`config.mk`:
```
export PLATFORM = sky130hd
export DESIGN_NAME = count_bcd_display
export DESIGN_NICKNAME = d
export VERILOG_FILES = /design/src/rtl/count_bcd_display.sv
export SDC_FILE = /design/constraint.sdc
export NUM_CORES = 1
export LEC_CHECK = 0
export ABC_AREA = 1
export CORE_MARGIN = 2
export CORE_UTILIZATION = 35
export DETAILED_ROUTE_END_ITERATION = 6
export DONT_BUFFER_PORTS = 1
export PLACE_DENSITY_LB_ADDON = 0.08
export SLEW_MARGIN = 5
export SYNTH_ARGS = -nofsm -noshare
export SYNTH_HDL_FRONTEND = slang
export SYNTH_SLANG_ARGS = --single-unit
```
`constraint.sdc`:
```
create_clock -name clock -period 7.6 [get_ports clock]
set_input_delay 1.14 -clock clock [delete_from_list [all_inputs] [get_ports clock]]
set_output_delay 1.14 -clock clock [all_outputs]
set_load 0.02 [all_outputs]
```
`src/rtl/count_bcd_display.sv`:
```
// Tick-driven up/down counter with a double-dabble BCD converter driving active-low seven-segment digits.
// Latency: count change to hex update is WIDTH+2 cycles from IDLE; no backpressure, inputs are always accepted.
module count_bcd_display #(
    parameter int CLK_HZ  = 50000000,
    parameter int TICK_HZ = 5,
    parameter int WIDTH   = 8,
    parameter int DIGITS  = 3
) (
    input  logic                  clock,
    input  logic                  reset,
    input  logic                  run,
    input  logic                  down,
    input  logic                  load,
    input  logic [WIDTH-1:0]      load_value,
    input  logic                  blank,
    output logic [WIDTH-1:0]      count,
    output logic                  tick,
    output logic                  busy,
    output logic                  ovf,
    output logic [7*DIGITS-1:0]   hex
);

    localparam int DIV  = CLK_HZ / TICK_HZ;
    localparam int DW   = $clog2(DIV);
    localparam int BCDN = (WIDTH * 30103 + 99999) / 100000 + 1;
    localparam int NB   = (BCDN > DIGITS) ? BCDN : DIGITS;
    localparam int CW   = $clog2(WIDTH + 1);

    localparam logic [DW-1:0] DIV_MAX   = DW'(DIV - 1);
    localparam logic [CW-1:0] ITER_LAST = CW'(WIDTH - 1);

    typedef enum logic [1:0] {IDLE, SHIFT, UPDATE} state_t;

    state_t                 state, state_nx;
    logic [DW-1:0]          div;
    logic [CW-1:0]          iter;
    logic [WIDTH-1:0]       cap, last, sreg;
    logic [4*NB-1:0]        bcd, bcd_adj;
    logic [4*DIGITS-1:0]    disp;
    logic                   upper_nz;
    logic                   lead;
    logic [3:0]             dig;

    function automatic logic [6:0] seg(input logic [3:0] d);
        case (d)
            4'd0:    seg = 7'b0000001;
            4'd1:    seg = 7'b1001111;
            4'd2:    seg = 7'b0010010;
            4'd3:    seg = 7'b0000110;
            4'd4:    seg = 7'b1001100;
            4'd5:    seg = 7'b0100100;
            4'd6:    seg = 7'b0100000;
            4'd7:    seg = 7'b0001111;
            4'd8:    seg = 7'b0000000;
            4'd9:    seg = 7'b0000100;
            default: seg = 7'b1111111;
        endcase
    endfunction

    // A load on the same edge as a divider wrap discards that tick.
    always_ff @(posedge clock or posedge reset) begin
        if (reset) begin
            div   <= '0;
            count <= '0;
            tick  <= 1'b0;
        end else begin
            tick <= 1'b0;
            if (load) begin
                count <= load_value;
                div   <= '0;
            end else if (run) begin
                if (div == DIV_MAX) begin
                    div   <= '0;
                    tick  <= 1'b1;
                    count <= down ? count - WIDTH'(1) : count + WIDTH'(1);
                end else begin
                    div <= div + DW'(1);
                end
            end
        end
    end

    always_ff @(posedge clock or posedge reset) begin
        if (reset) state <= IDLE;
        else       state <= state_nx;
    end

    always_comb begin
        state_nx = state;
        case (state)
            IDLE:    if (count != last) state_nx = SHIFT;
            SHIFT:   if (iter == ITER_LAST) state_nx = UPDATE;
            UPDATE:  state_nx = IDLE;
            default: state_nx = IDLE;
        endcase
    end

    always_comb begin
        bcd_adj = bcd;
        for (int i = 0; i < NB; i++) begin
            if (bcd[4*i +: 4] >= 4'd5) bcd_adj[4*i +: 4] = bcd[4*i +: 4] + 4'd3;
        end
    end

    always_comb begin
        upper_nz = 1'b0;
        for (int i = DIGITS; i < NB; i++) begin
            if (bcd[4*i +: 4] != 4'd0) upper_nz = 1'b1;
        end
    end

    // cap holds the value being converted; sreg is consumed bit by bit.
    always_ff @(posedge clock or posedge reset) begin
        if (reset) begin
            iter <= '0;
            cap  <= '0;
            last <= '0;
            sreg <= '0;
            bcd  <= '0;
            disp <= '0;
            busy <= 1'b0;
            ovf  <= 1'b0;
        end else begin
            case (state)
                IDLE: begin
                    if (state_nx == SHIFT) begin
                        cap  <= count;
                        sreg <= count;
                        bcd  <= '0;
                        iter <= '0;
                        busy <= 1'b1;
                    end
                end
                SHIFT: begin
                    bcd  <= {bcd_adj[4*NB-2:0], sreg[WIDTH-1]};
                    sreg <= {sreg[WIDTH-2:0], 1'b0};
                    iter <= iter + CW'(1);
                end
                UPDATE: begin
                    disp <= bcd[4*DIGITS-1:0];
                    last <= cap;
                    ovf  <= upper_nz;
                    busy <= 1'b0;
                end
                default: ;
            endcase
        end
    end

    // Walk from the top digit down; leading zeros blank until the first nonzero digit.
    always_comb begin
        hex  = '1;
        lead = 1'b1;
        dig  = 4'd0;
        for (int k = DIGITS - 1; k >= 0; k--) begin
            dig = disp[4*k +: 4];
            if (ovf) begin
                hex[7*k +: 7] = 7'b1111110;
            end else if (blank && lead && (k != 0) && (dig == 4'd0)) begin
                hex[7*k +: 7] = 7'b1111111;
            end else begin
                hex[7*k +: 7] = seg(dig);
                lead          = 1'b0;
            end
        end
    end

endmodule
```
==> summary.md <==
| Metric | Value |
|---|---|
| R2r worst-path depth | 8 |
| Hold depth | 2 |
| Crit start category | flop |
| Mapped Area | 5830 um2 |
| #FFs+latches synth | 93 |
| Root Buffer | clkbuf_16 |
| YS warnings | 0 |
| Leakage | 3.06 nW |
| Post-synth EDFFs | 0 |
| Area grow syn2layout | 8.30% |
| Post-DR wirelength/cell | 13.0 um |
| Hold WC Path Type | reg2reg |
| Final wirelength | 13400 um |
| Final setup fails | 0 |
| Post-layout net count | 853 |
| CTS clk-pin slew, worst paths | 0.06 ns |
| CTS tree | built |
| Async set-reset flop share out of synthesis | 1.00 |
| Core box area | 16400 um2 |
| Final hold violations | 0 |
| First-pass DRT Iterations | 5 |
| Number of antenna-violating nets in the routed design | 0 |
| Most used DFF post-synth | dfrtp_1 |
| Starting Density | 0.356 |
| Final slew viol count | 0 |
| Tot GR Track Use | 0.160 |
| PD cells | 344 nW/um2 |
| PnR worst setup slack | 4.30 ns |
| Yosys cell types | 37 |
| First-pass GRT wire length | 23200 um |
| CP Class | reg2out |
| Clock Skews | 0.00948 ns |
| Maximum number of pins on one net before global-route repair | 55 |
| Worst-Margin Slew | 0.860 ns |
| Setup crit end kind | output pin |
| FP Rows | 47 |
| Relative slew margins | 0.425 |
| Reg2Reg Setup Slack | 5.17 ns |
| Final TNS setup | 0 ns |
| Synthesized area per cell | 7.19 um2 |
| Mapped Cells | 811 |
| Clock tree buffer depth | 2 |
| Cells resized by post-CTS repair | 0 |
| Later-pin clock latency in the skew report | 0.35 ns |
| Arr. time, crit path | 2.16 ns |
| RSZ-0062 raised after global routing | no |
| Crit-path max FO | 9 |
| Hold wc startpoint | cap[0] |
| Number of max-cap violations | 0 |
| Synth area leader | dfrtp_1 |
| Num CTS Buffers | 9 |
| Antenna fix cells | 0 |
| GRT overflow | 0 |
| GP Congestion | 0.856 |
| Input/output buffers | 0 |
| Buffer count from post-CTS setup fixing | 0 |
| R2r endpoint | sreg[4] |
| Fin crit share | 0.435 |
| Initial antenna violation count | 0 |
| Final min period | 3.30 ns |
| Hold Path End | cap[0] |
| Worst path required time | 6.46 ns |
| Fillers | 1746 |
| Initial drt markers | 252 |
| Share of layout cells above drive strength 1 | 0.0506 |
| Yosys top cell area share | 0.399 |
| CTS sink count | 93 |
| Synth cell count leaders | 255 x nand2_1, 98 x inv_1, 93 x dfrtp_1 |
| Die extent in x | 133 um |
| H-tree levels | 3 |
| Via count | 5010 |
| Number of global-route vias before repair | 4844 |
| Critical R2R Launch | count[0] |
| # hold bufs at CTS | 0 |
| Die height | 133 um |
| DPL Wire Length | 9580 um |
| Post-DR vias/cell | 4.86 |
| Drt drc | 0 |
| # IOs | 46 |
| Leading post-synthesis cells by cell area | dfrtp_1 40%, nand2_1 16%, ha_1 6.6% |
| Most frequent cell after synthesis | nand2_1 |
| Mapped Nets | 857 |
| Status | finished clean |
| Worst slack, placed | 4.40 ns |
| VDD IR-drop max | 141 uV |
| Die area | 17700 um2 |
| Register area share after synthesis | 0.399 |
| FMAX | 303 MHz |
==> area by class of cell <==
cell class              instances  area (um2)  share of cell area
inverters                      99         374              0.0592
clock inverters                 1        30.0             0.00475
clock buffers                  14         264              0.0418
repair buffers                  3        22.5             0.00357
flip-flops and latches         93        2330               0.368
well taps                     220         275              0.0436
multi-input cells             601        3020               0.479
==> worst max path at each step <==
stage | startpoint | to | slack [ns] | cells past startpoint
floorplan | reset | bcd[0] | 4.04 | 1
global placement | blank | hex[7] | 4.43 | 4
detailed placement | blank | hex[7] | 4.40 | 4
CTS | disp[9] | hex[7] | 4.27 | 8
global route | disp[9] | hex[7] | 4.10 | 8
finish | ovf | hex[7] | 4.30 | 4
==> report_power, final <==
part           internal (mW)  switching (mW)
clock                  0.272           0.186
sequential             0.637           0.155
combinational          0.294           0.627
total                   1.20           0.969
==> through the flow <==
step	cells	util	area (um2)	power (mW)	hold slack, ns
floorplan	811	-	5830	1.56	0.442
global placement	1016	0.367	6020	1.72	0.461
detailed placement	1016	0.367	6020	1.74	0.463
CTS	1031	0.385	6320	2.20	0.478
global route	1031	0.385	6320	2.38	0.507
finish	1031	0.385	6320	2.17	0.475
==> flip-flops by register name, indices dropped and copies added (netlist names), 2 cells and up <==
signal,flops
div,24
bcd,16
disp,12
cap,8
count,8
last,8
sreg,8
iter,4
state,2
==> critical path: stages, from the launching register on <==
cell and delay, ns:
dfrtp_1 0.69, inv_1 0.25, nand2_1 0.16, nand4_1 0.23, a31oi_1 0.49
==> placed cells by master (no fill, tap or decap), types with 2 or more instances in the layout <==
master | netlist | layout
a31oi_1 | 2 | 2
o211ai_1 | 6 | 6
buf_4 | 3 | 3
clkbuf_1 | 10 | 3
nand3b_1 | 4 | 4
a21oi_1 | 21 | 21
or2_2 | 7 | 7
clkbuf_16 | 0 | 9
ha_1 | 31 | 31
nand3_1 | 76 | 76
nand2_2 | 3 | 3
xor2_1 | 6 | 6
inv_1 | 98 | 97
nor3_1 | 7 | 7
dfrtp_1 | 93 | 93
o21ai_0 | 63 | 63
nor2_4 | 2 | 2
nor2_1 | 78 | 77
clkbuf_8 | 0 | 2
nand2_1 | 255 | 255
nor3_2 | 5 | 5
xnor2_1 | 7 | 7
nor2_2 | 3 | 4
nand4_1 | 14 | 14
==> metal layers <==
| metal | track usage | up-vias | share of wire |
|---|---|---|---|
| li1 | - | 2594 | - |
| met2 | 0.260 | 64 | 0.46 |
| met1 | 0.213 | 2337 | 0.49 |
| met4 | 0.0609 | 0 | 0.019 |
| met3 | 0.0282 | 15 | 0.031 |
| met5 | 0 | - | 0 |
==> logic make-up (layout without fill, tap and decap cells) <==
kind of cell,Yosys count,after routing,share of synthesized area
and+or+nand+nor,456,456,0.336
buffers and inverters,117,117,0.0830
AOI/OAI and AO/OA,100,100,0.0929
DFF,93,93,0.399
adders and majority gates,32,32,0.0699
xor gates and xnor gates,13,13,0.0195
(Power assumes the default switching activity.)
